===== config.mk =====
export PLATFORM = sky130hd
export DESIGN_NAME = vmcmp_seq
export DESIGN_NICKNAME = d
export VERILOG_FILES = /design/src/rtl/vmcmp_seq.sv
export SDC_FILE = /design/constraint.sdc
export NUM_CORES = 1
export LEC_CHECK = 0
export ABC_AREA = 1
export CAP_MARGIN = 5
export CORE_AREA = 2 2 270 272
export CTS_CLUSTER_SIZE = 12
export DETAILED_ROUTE_END_ITERATION = 8
export DIE_AREA = 0 0 272 274
export HOLD_SLACK_MARGIN = 0.05
export SLEW_MARGIN = 10
export SYNTH_ARGS = -nofsm -noshare
export SYNTH_HDL_FRONTEND = slang
export SYNTH_SLANG_ARGS = --single-unit
export TNS_END_PERCENT = 1

===== constraint.sdc =====
create_clock -name clk -period 4.7 [get_ports clk]
set_clock_uncertainty 0.05 [all_clocks]
set_input_delay 0.705 -clock clk [delete_from_list [all_inputs] [get_ports clk]]
set_output_delay 0.705 -clock clk [all_outputs]
set_load 0.03 [all_outputs]

===== src/rtl/vmcmp_seq.sv =====
// Sequencer for the vector mask-compare unit: walks one compare instruction
// beat by beat through the VRF and the compare unit, then forwards mask writes.
module vmcmp_seq #(
  parameter int DATA_WIDTH = 64,
  parameter int ADDR_WIDTH = 32,
  parameter int VL_WIDTH   = 16,
  parameter int VRF_RD_LAT = 1
) (
  input  logic                    clk,
  input  logic                    rst,
  input  logic                    cmd_valid,
  output logic                    cmd_ready,
  input  logic [ADDR_WIDTH-1:0]   cmd_vs1,
  input  logic [ADDR_WIDTH-1:0]   cmd_vs2,
  input  logic [ADDR_WIDTH-1:0]   cmd_vd,
  input  logic [VL_WIDTH-1:0]     cmd_vl,
  input  logic [1:0]              cmd_sew,
  input  logic [2:0]              cmd_opSel,
  output logic                    rd_en,
  output logic [ADDR_WIDTH-1:0]   rd_addr0,
  output logic [ADDR_WIDTH-1:0]   rd_addr1,
  input  logic [DATA_WIDTH-1:0]   rd_data0,
  input  logic [DATA_WIDTH-1:0]   rd_data1,
  output logic                    cmp_valid,
  output logic [DATA_WIDTH-1:0]   cmp_vec0,
  output logic [DATA_WIDTH-1:0]   cmp_vec1,
  output logic [1:0]              cmp_sew,
  output logic [2:0]              cmp_opSel,
  output logic [7:0]              cmp_start_idx,
  output logic                    cmp_req_start,
  output logic                    cmp_req_end,
  output logic [ADDR_WIDTH-1:0]   cmp_addr,
  input  logic                    cmp_out_valid,
  input  logic [ADDR_WIDTH-1:0]   cmp_out_addr,
  input  logic [DATA_WIDTH-1:0]   cmp_out_vec,
  input  logic [DATA_WIDTH/8-1:0] cmp_out_be,
  output logic                    wr_en,
  output logic [ADDR_WIDTH-1:0]   wr_addr,
  output logic [DATA_WIDTH-1:0]   wr_data,
  output logic [DATA_WIDTH/8-1:0] wr_be,
  output logic                    busy,
  output logic                    done
);

  localparam int LOG2DW = $clog2(DATA_WIDTH);
  localparam int CW     = VL_WIDTH + 1;

  typedef enum logic [1:0] {IDLE, ISSUE, DRAIN, DONE} state_t;

  state_t r_state, w_next;

  logic [ADDR_WIDTH-1:0]   r_vs1, r_vs2, r_vd;
  logic [1:0]              r_sew;
  logic [2:0]              r_op;
  logic [CW-1:0]           r_beats, r_words, r_epb, r_b, r_w, r_eoff;
  logic                    r_done;
  logic                    r_wr_en;
  logic [ADDR_WIDTH-1:0]   r_wr_addr;
  logic [DATA_WIDTH-1:0]   r_wr_data;
  logic [DATA_WIDTH/8-1:0] r_wr_be;

  logic                    r_mv    [VRF_RD_LAT];
  logic [7:0]              r_msidx [VRF_RD_LAT];
  logic [ADDR_WIDTH-1:0]   r_maddr [VRF_RD_LAT];
  logic                    r_mst   [VRF_RD_LAT];
  logic                    r_mend  [VRF_RD_LAT];

  logic                    w_acc, w_issue, w_last, w_wr_fire;
  logic [7:0]              w_lgepb;
  logic [CW-1:0]           w_epb, w_beats, w_words;
  logic [7:0]              w_sidx;
  logic [ADDR_WIDTH-1:0]   w_maddr;

  assign w_acc     = cmd_valid && (r_state == IDLE);
  assign w_issue   = (r_state == ISSUE);
  assign w_last    = (r_b == r_beats - CW'(1));
  assign w_wr_fire = cmp_out_valid && (r_state != IDLE);

  // Elements per beat is a power of two, so the ceil divisions reduce to shifts.
  assign w_lgepb = 8'(LOG2DW - 3) - {6'd0, cmd_sew};
  assign w_epb   = CW'(1) << w_lgepb;
  assign w_beats = (CW'(cmd_vl) + w_epb - CW'(1)) >> w_lgepb;
  assign w_words = (CW'(cmd_vl) + CW'(DATA_WIDTH - 1)) >> LOG2DW;

  // r_eoff tracks b*epb incrementally, giving bit offset and mask word without a multiplier.
  assign w_sidx  = 8'(r_eoff[LOG2DW-1:0]);
  assign w_maddr = r_vd + ADDR_WIDTH'(r_eoff >> LOG2DW);

  always_comb begin
    w_next = r_state;
    case (r_state)
      IDLE:    if (cmd_valid) w_next = (cmd_vl == '0) ? DONE : ISSUE;
      ISSUE:   if (w_last) w_next = DRAIN;
      DRAIN:   if (r_w == r_words) w_next = DONE;
      DONE:    if (r_done) w_next = IDLE;
      default: w_next = IDLE;
    endcase
  end

  always_ff @(posedge clk or negedge rst) begin
    if (!rst) begin
      r_state   <= IDLE;
      r_vs1     <= '0;
      r_vs2     <= '0;
      r_vd      <= '0;
      r_sew     <= '0;
      r_op      <= '0;
      r_beats   <= '0;
      r_words   <= '0;
      r_epb     <= '0;
      r_b       <= '0;
      r_w       <= '0;
      r_eoff    <= '0;
      r_done    <= 1'b0;
      r_wr_en   <= 1'b0;
      r_wr_addr <= '0;
      r_wr_data <= '0;
      r_wr_be   <= '0;
    end else begin
      r_state <= w_next;
      if (w_acc) begin
        r_vs1   <= cmd_vs1;
        r_vs2   <= cmd_vs2;
        r_vd    <= cmd_vd;
        r_sew   <= cmd_sew;
        r_op    <= cmd_opSel;
        r_beats <= w_beats;
        r_words <= w_words;
        r_epb   <= w_epb;
        r_b     <= '0;
        r_w     <= '0;
        r_eoff  <= '0;
      end else begin
        if (w_issue) begin
          r_b    <= r_b + CW'(1);
          r_eoff <= r_eoff + r_epb;
        end
        if (r_wr_en) r_w <= r_w + CW'(1);
      end
      // Done is held off one cycle inside DONE so cmd_ready rises only after the pulse.
      r_done    <= (r_state == DONE) && !r_done;
      r_wr_en   <= w_wr_fire;
      r_wr_addr <= w_wr_fire ? cmp_out_addr : '0;
      r_wr_data <= w_wr_fire ? cmp_out_vec  : '0;
      r_wr_be   <= w_wr_fire ? cmp_out_be   : '0;
    end
  end

  // Beat metadata travels alongside the VRF read so it meets its data at the compare unit.
  always_ff @(posedge clk or negedge rst) begin
    if (!rst) begin
      for (int i = 0; i < VRF_RD_LAT; i++) begin
        r_mv[i]    <= 1'b0;
        r_msidx[i] <= '0;
        r_maddr[i] <= '0;
        r_mst[i]   <= 1'b0;
        r_mend[i]  <= 1'b0;
      end
    end else begin
      r_mv[0]    <= w_issue;
      r_msidx[0] <= w_issue ? w_sidx : '0;
      r_maddr[0] <= w_issue ? w_maddr : '0;
      r_mst[0]   <= w_issue && (r_b == '0);
      r_mend[0]  <= w_issue && w_last;
      for (int i = 1; i < VRF_RD_LAT; i++) begin
        r_mv[i]    <= r_mv[i-1];
        r_msidx[i] <= r_msidx[i-1];
        r_maddr[i] <= r_maddr[i-1];
        r_mst[i]   <= r_mst[i-1];
        r_mend[i]  <= r_mend[i-1];
      end
    end
  end

  assign cmd_ready     = (r_state == IDLE);
  assign busy          = (r_state != IDLE);
  assign done          = r_done;
  assign rd_en         = w_issue;
  assign rd_addr0      = w_issue ? r_vs1 + ADDR_WIDTH'(r_b) : '0;
  assign rd_addr1      = w_issue ? r_vs2 + ADDR_WIDTH'(r_b) : '0;
  assign cmp_valid     = r_mv[VRF_RD_LAT-1];
  assign cmp_vec0      = cmp_valid ? rd_data0 : '0;
  assign cmp_vec1      = cmp_valid ? rd_data1 : '0;
  assign cmp_sew       = cmp_valid ? r_sew : '0;
  assign cmp_opSel     = cmp_valid ? r_op : '0;
  assign cmp_start_idx = r_msidx[VRF_RD_LAT-1];
  assign cmp_req_start = r_mst[VRF_RD_LAT-1];
  assign cmp_req_end   = r_mend[VRF_RD_LAT-1];
  assign cmp_addr      = r_maddr[VRF_RD_LAT-1];
  assign wr_en         = r_wr_en;
  assign wr_addr       = r_wr_addr;
  assign wr_data       = r_wr_data;
  assign wr_be         = r_wr_be;

endmodule

==> results of run 1 <==
-- repair_timing --
item,4_1_cts,5_1_grt
endpoints found under the hold margin,1,0
hold buffers,1,0
gates resized for setup,0,2
setup endpoints to repair,0,2
-- registers in the layout, indices dropped and copies added (netlist names), 6 cells and up --
name,cells
wr_be,8
r_b,17
wr_data,64
r_vs2,32
r_vd,32
cmp_start_idx,6
r_vs1,32
wr_addr,32
r_w,17
r_words,11
r_eoff,17
cmp_addr,32
r_beats,17
-- how the worst max path moves through the flow --
stage / from / end / slack (ns) / cells past startpoint
finish: r_b[12] / rd_addr1[21] / 0.32 / 11
global placement: cmd_sew[1] / r_beats[8] / 0.90 / 17
floorplan: r_b[0] / rd_addr0[30] / 1.57 / 13
global route: r_b[0] / rd_addr0[18] / 0.08 / 12
CTS: r_b[0] / rd_addr0[26] / 0.23 / 14
detailed placement: cmd_sew[1] / r_beats[8] / 0.83 / 17
-- per-layer routing --
layer	global-route usage (%)	wire length (um)	vias to the layer above
met1	24.6	31900	8921
met5	0	78	-
met3	5.66	5880	117
li1	-	-	9878
met2	30.8	34000	626
met4	6.56	2340	12
-- kinds of logic (layout without fill, tap and decap cells) --
logic type	after synthesis	count (layout)
flops	333	333
simple gates	1329	1329
other cells	1	5
fa+ha+maj	98	98
compound gates	362	362
xor+xnor	58	58
buf+inv	552	1261
-- layout by cell type, fill, tap and decap left out, drive strengths merged, types with 2 or more instances in the layout --
cell / count
nand2: 768
clkdlybuf4s50: 696
inv: 473
dfrtp: 333
nor2: 331
o21ai: 157
a21oi: 148
nand3: 127
ha: 93
clkbuf: 57
nor3: 48
xor2: 34
xnor2: 24
nand4: 22
buf: 15
nor4: 13
a31oi: 9
o22ai: 8
a211oi: 8
clkinv: 8
o21bai: 7
bufinv: 7
o211ai: 7
o21a: 5
or2: 5
nand3b: 5
fa: 5
a21o: 4
o221ai: 4
diode: 3
and3: 3
nor3b: 3
and2: 2
conb: 2
clkinvlp: 2
dlymetal6s2s: 2
-- area by class of cell --
| class | count | area, um^2 | area share (%) |
|---|---|---|---|
| multi-input combinational | 1849 | 9290 | 31.7 |
| sequential | 333 | 8340 | 28.4 |
| clock buffer | 57 | 1210 | 4.12 |
| inverter | 471 | 1770 | 6.05 |
| clock inverter | 19 | 305 | 1.04 |
| tap | 959 | 1200 | 4.09 |
| timing repair buffer | 714 | 7200 | 24.6 |
| antenna | 3 | 7.51 | 0.0256 |
-- where the power goes --
| part | internal, W | total, W | leakage [nW] | switching [W] |
|---|---|---|---|---|
| sequential | 0.00373 | 0.00451 | 4.35 | 0.000787 |
| combinational | 0.00281 | 0.00765 | 9.58 | 0.00483 |
| clock | 0.00220 | 0.00357 | 0.740 | 0.00137 |
| total | 0.00874 | 0.0157 | 14.7 | 0.00699 |
-- stage by stage --
stage               cell area (um^2)  util (%)  hold WS (ns)
floorplan                      19700         -         0.359
global placement               27800      38.6         0.394
detailed placement             27800      38.6         0.405
CTS                            29300      40.7         0.416
global route                   29300      40.7         0.448
finish                         29300      40.7         0.414
==> results.txt, run 1 <==
Drt first pass iters - 5
P_leak - 14.7 nW
Share of cells above drive strength 1 - 4.24%
Initial antenna violation count - 9
Min cycle time layout - 4.38 ns
Worst hold path class - reg2reg
CTS tree - yes
H-tree depth - 2
Primary FF master, synth - dfrtp_1
Worst Path Max Fanout - 8
Max-Slew Margin vs Limit - 45.2%
Synth Area in Adders - 6.42%
Post-synth EDFFs - 0
Largest net degree at the start of global routing - 98
Multiplexer share of the synthesized area - 0%
Top delay family on crit path - compound AO/OA/AOI/OAI gates
Top post-synthesis cells by count - nand2_1 (762), inv_1 (469), dfrtp_1 (333)
WS Path Type - reg2out
Initial core utilization - 27.4%
Die Area - 0.0745 mm^2
Final setup viols - 0
Root Driver - clkbuf_16
Maximum VDD drop - 0.000295 V
Overflow after GRT - 0
RSZ-0062 raised after global routing - false
I/O Pins - 702
Row count - 99
Longest Clk Path Bufs - 3
Iter 0 DRT Violations - 1214
Final Wtd Congestion - 0.938
Setup TNS - 0 ns
Mean area per synthesized cell - 7.20 um^2
Bufs and invs on worst path - 2
Final worst slack - 0.322 ns
WL/cell - 16.8 um
Synth Area in Compound Gates - 10.0%
Status - complete, no violations
Worst R2R End - r_b[16]
Core Region - 0.0720 mm^2
Critical Path Max Stage Delay - 0.72 ns
Mapped cell area - 0.0197 mm^2
Final Hold Vio Count - 0
Max_cap viols - 0
Top-area cell type share of the netlist area - 42.3%
Crit path DAT - 3.62 ns
Clk slew on worst S/H paths - 0.07 ns
CP most frequent cell - a21oi_1
Start point of the worst hold path - done
Max-slew violations - 0
Buffers on Ports - 699
Global-route wire length before repair - 111000 um
Peak Freq - 228 MHz
Hold depth - 1
Synth Warn # - 0
Number of remaining DRC errors - 0
R2R depth - 15
Final WL - 74200 um
Num CTS Buffers - 42
Layout fillers - 7421
Simple-gate share of the synthesized area - 28.0%
Area delta synth->final - 48.9%
CP Capture Type - primary output
Top post-synthesis cells by area - dfrtp_1 (42%), nand2_1 (15%), inv_1 (8.9%)
Top cell type by total area after synthesis - dfrtp_1
DRT antenna net count - 0
Worst-Margin Slew - 0.818 ns
Mapped Cells - 2733
Ys async rst share - 100%
Vias per cell - 4.44
WHS Endpoint - done
Most common cell in the netlist - nand2_1
Vias - 19600
Startpoint Class - flop
FF-to-FF setup slack - 1.65 ns
Sequential area share after synthesis - 42.3%
Vias in the first global route - 19100
Total chip power - 0.0157 W
Final period utilization - 93.2%
FF-to-FF Start - r_state[1]
Die height - 274 um
Final HPWL DP - 57400 um
Required time worst endpoint - 3.94 ns
Setup Fix Bufs, Post-CTS - 0
Fin nets - 3862
Register bit total from synthesis - 333
Xor/xnor share of the synthesized area - 2.58%
Worst path cell trace - ha_1, a21oi_1, o21ai_0, a21oi_1, o21ai_1, a21oi_1, inv_1, nand3_1, nand2_1, nor2_1, clkdlybuf4s50_1
Clock sink count - 333
Distinct cell type count after synthesis - 52
Die W - 272 um
Post-route insts no fill - 4405
Largest family of logic cells by synthesized area - simple AND/OR/NAND/NOR gates
GR Util All Layers - 19.2%
DP Cell Count - 4325
CP max-delay cell - clkdlybuf4s50_1
Pwr Density - 537 mW/mm^2
Clock latency on the worst-skew pair - 0.59 ns
Pre-CTS WS - 0.831 ns
(Power assumes the default switching activity.)
==> run 2, diff against run 1 <==
Settings changed: PLACE_DENSITY set to 0.52.
==> run 2 against run 1 <==
First-iteration DRC count decreased by 5.9%. Hold slack got worse by 0.30 ns. Combinational power increased by 0.9%. Total power decreased by 1.3%. Sequential power decreased by 0.9%. Largest cell class unchanged.
==> results.txt, run 2 (same netlist as run 1, synthesis figures left out) <==
Vias per cell - 4.41
Worst Path Max Fanout - 8
Iter 0 DRT Violations - 1142
Post-Place Cell Area - 0.0278 mm^2
Clk slew on worst S/H paths - 0.05 ns
Die Area - 0.0745 mm^2
Clock sink count - 333
CP Capture Type - primary output
Min cycle time layout - 4.41 ns
Internal - 0.00850 W
PostCTS Resize Cnt - 0
Number of remaining DRC errors - 0
I/O Pins - 702
Vias in the first global route - 19200
Reg power frac - 28.8%
Overflow after GRT - 0
Final WL - 78500 um
Clock power share - 21.5%
Share of cells above drive strength 1 - 4.15%
P_leak - 14.6 nW
Vias - 19400
Peak Freq - 227 MHz
Global-route wire length before repair - 116000 um
GR Util All Layers - 20.3%
Clock latency on the worst-skew pair - 0.58 ns
Row count - 99
Worst hold path class - in2async
Worst-Margin Slew - 0.972 ns
Final Wtd Congestion - 0.879
Final HPWL DP - 61200 um
WL/cell - 17.8 um
Longest Clk Path Bufs - 3
Max-slew violations - 0
Setup TNS - 0 ns
Initial antenna violation count - 21
RSZ-0062 raised after global routing - false
Core Region - 0.0720 mm^2
Area delta synth->final - 48.2%
Net Sw Power - 0.00703 W
Drt first pass iters - 6
Fin nets - 3863
Comb pwr share - 49.7%
H-tree depth - 2
Max_cap viols - 0
Pwr Density - 532 mW/mm^2
Commonest cells after routing, fill and taps aside - nand2_1 (760), clkdlybuf4s50_1 (698), inv_1 (467)
Setup Fix Bufs, Post-CTS - 0
Final Hold Vio Count - 0
WS Path Type - reg2out
Startpoint Class - flop
Sw Ratio - 45.2%
Num CTS Buffers - 43
Root Driver - clkbuf_16
# hold bufs at CTS - 0
Crit path DAT - 3.65 ns
Maximum VDD drop - 0.000329 V
Final hold slack - 0.113 ns
DRT antenna net count - 0
Die height - 274 um
Status - complete, no violations
Buffers on Ports - 699
Final setup viols - 0
Commonest non-fill, non-tap cell in the layout - nand2_1
CTS tree - yes
Initial core utilization - 27.4%
Final Cell Area - 0.0292 mm^2
Max FFs per register - 64
Required time worst endpoint - 3.94 ns
Largest net degree at the start of global routing - 144
Final period utilization - 93.8%
Total chip power - 0.0155 W
Die W - 272 um
Max-Slew Margin vs Limit - 35.2%
## run 2: path summary, 6_finish.rpt
kind | start | endpoint | slack, ns | depth (start not counted)
min reg2reg | done | done | 0.41 | 1
max in group asynchronous | rst | cmp_addr[8] | 3.45 | 2
min | rst | r_vs1[26] | 0.11 | 1
max reg2reg | r_state[1] | r_eoff[14] | 1.78 | 12
min in group clk | done | done | 0.41 | 1
max | r_b[0] | rd_addr1[30] | 0.29 | 14
## run 2: final cells by class
class | instances | area (um^2)
fill | 7450 | 42800
multi-input combinational | 1849 | 9290
sequential | 333 | 8340
timing repair buffer | 714 | 7160
inverter | 471 | 1770
clock buffer | 65 | 1230
tap | 959 | 1200
clock inverter | 14 | 175
antenna | 3 | 7.51
## run 2: metal layers
metal	global-route usage, %	routed length (um)	vias to the layer above
met4	6.30	2310	20
met5	0	119	-
li1	-	-	9861
met2	33.1	36200	573
met3	6.20	5970	130
met1	25.7	33900	8836
## run 2: critical path: stages, from the launching register on
cell             delay, ns
dfrtp_1               0.47
ha_1                  0.25
fa_1                  0.39
nand2_1               0.09
nand2_1               0.05
o21ai_1               0.14
o21ai_1               0.13
nand2_1               0.08
nand2_1               0.08
a21oi_1               0.32
nor2_2                0.11
nand2_1               0.10
nor2_1                0.04
nor2_1                0.15
clkdlybuf4s50_1       0.69
## run 2: power groups by stage
stage               Sequential (W)  Combinational [W]  Clock, W
floorplan                  0.00479            0.00415         0
global placement           0.00452            0.00779         0
detailed placement         0.00452            0.00778         0
CTS                        0.00448            0.00782   0.00344
global route               0.00458            0.00847   0.00357
finish                     0.00447            0.00772   0.00334
## run 2: through the flow
step / utilization [%] / std cells / setup slack [ns]
2_1_floorplan: - / 2734 / 1.57
3_3_place_gp: 38.6 / 4326 / 0.827
3_5_place_dp: 38.6 / 4326 / 0.798
4_1_cts: 40.5 / 4405 / 0.183
5_1_grt: 40.5 / 4407 / 0.0295
6_report: 40.5 / 4408 / 0.291
==> run 3, diff against run 2 <==
Settings changed: MAX_ROUTING_LAYER set to met4, SETUP_SLACK_MARGIN set to 0.4.
==> run 3 against run 2 <==
Combinational power hardly changed. Clock power is 9.6% higher. Total power is 2.2% higher. Register-to-register slack better by 0.23 ns. Final area is 0.71% higher. Sequential power hardly changed. Wire length is 1.2% higher. Critical endpoint is now rd_addr1[17].
==> results.txt, run 3 (same netlist as run 1, synthesis figures left out) <==
Worst path cell trace - ha_1, a21oi_1, o21ai_0, a21oi_1, o21ai_1, a21oi_1, o21ai_0, a21oi_1, clkdlybuf4s50_1
Vias per cell - 4.42
Max_cap viols - 0
Final Wtd Congestion - 0.891
Final setup viols - 0
CP max-delay cell - clkdlybuf4s50_1
CP most frequent cell - a21oi_1
I/O Pins - 702
Layout fillers - 7439
Min cycle time layout - 4.35 ns
Vias - 19500
Maximum VDD drop - 0.000347 V
RSZ-0062 raised after global routing - true
Setup TNS - 0 ns
Vias in the first global route - 19300
Worst-Margin Slew - 0.935 ns
Area delta synth->final - 49.2%
Commonest non-fill, non-tap cell in the layout - nand2_1
Overflow after GRT - 0
Max-slew violations - 0
Clock latency on the worst-skew pair - 0.57 ns
Top delay family on crit path - compound AO/OA/AOI/OAI gates
Crit path DAT - 3.60 ns
Final period utilization - 92.6%
Drt first pass iters - 5
Pwr Density - 540 mW/mm^2
Fin nets - 3865
H-tree depth - 2
Root Driver - clkbuf_16
Iter 0 DRT Violations - 1060
Die Area - 0.0745 mm^2
Commonest cells after routing, fill and taps aside - nand2_1 (760), clkdlybuf4s50_1 (696), inv_1 (467)
Max-Slew Margin vs Limit - 37.7%
Final worst slack - 0.348 ns
CP Capture Type - primary output
DRT antenna net count - 0
Bufs and invs on worst path - 1
Clock sink count - 333
Setup Fix Bufs, Post-CTS - 0
Longest Clk Path Bufs - 3
Final HPWL DP - 62100 um
Largest net degree at the start of global routing - 103
Critical Path Max Stage Delay - 0.70 ns
Die height - 274 um
Buffers on Ports - 699
Worst hold path class - reg2reg
Core Region - 0.0720 mm^2
Clk slew on worst S/H paths - 0.06 ns
Peak Freq - 230 MHz
Global-route wire length before repair - 118000 um
Total chip power - 0.0159 W
GR Util All Layers - 21.3%
P_leak - 14.7 nW
Num CTS Buffers - 43
CTS tree - yes
Die W - 272 um
Initial antenna violation count - 16
Row count - 99
Final Hold Vio Count - 0
Status - complete, no violations
Share of cells above drive strength 1 - 4.44%
Max FFs per register - 64
WL/cell - 18.0 um
WS Path Type - reg2out
Startpoint Class - flop
Required time worst endpoint - 3.94 ns
Worst Path Max Fanout - 8
Pre-CTS WS - 0.833 ns
Initial core utilization - 27.4%
Final WL - 79400 um
Number of remaining DRC errors - 0
[run 3: metrics by stage]
step	hold slack, ns	cell area, um^2	util [%]	cells
floorplan	0.359	19700	-	2734
detailed placement	0.407	27800	38.6	4327
CTS	0.419	29400	40.8	4407
global placement	0.395	27800	38.6	4327
global route	0.445	29400	40.8	4414
finish	0.416	29400	40.8	4414
[run 3: metal layers]
layer | vias to the layer above | routed length [um] | global-route usage [%]
li1 | 9862 | - | -
met1 | 8987 | 34800 | 26.7
met2 | 567 | 37900 | 34.9
met3 | 83 | 5450 | 5.18
met4 | 0 | 1330 | 4.11
met5 | - | 0 | -
[run 3: cell type report]
| class | count | area, um^2 | share of cell area [%] |
|---|---|---|---|
| diodes | 7 | 17.5 | 0.0596 |
| clock buffers | 64 | 1280 | 4.37 |
| clock inverters | 15 | 279 | 0.950 |
| inverters | 471 | 1770 | 6.03 |
| multi-input cells | 1849 | 9290 | 31.6 |
| flip-flops and latches | 333 | 8340 | 28.4 |
| well taps | 959 | 1200 | 4.08 |
| repair buffers | 716 | 7200 | 24.5 |
[run 3: where the power goes]
part	leakage (nW)	switching, W	internal [W]	total (W)
combinational	9.58	0.00492	0.00280	0.00772
clock	0.765	0.00138	0.00228	0.00366
sequential	4.35	0.000756	0.00373	0.00448
total	14.7	0.00705	0.00881	0.0159
[run 3: worst register-to-register path, delay by kind of cell (launching register included)]
family | cells | cell delay (ns)
flops | 1 | 0.42
fa+ha+maj | 1 | 0.18
compound gates | 2 | 0.22
buf+inv | 3 | 0.71
simple gates | 9 | 1.01
[run 3: final timing paths]
path                       cells past startpoint  slack (ns)       start      endpoint
max                                            9        0.35     r_b[12]  rd_addr1[17]
min                                            1        0.42        done          done
max reg2reg                                   15        2.01  r_state[1]       r_b[16]
min reg2reg                                    1        0.42        done          done
max in group asynchronous                      3        2.93         rst   wr_addr[15]
min in group asynchronous                      2        0.63         rst     r_vs1[21]
[run 3: repair_timing]
item | CTS | global route
hold buffers | 1 | 0
pin swaps | 0 | 0
gates resized for setup | 1 | 4
endpoints found under the hold margin | 3 | 0
endpoints found under the setup margin | 17 | 36
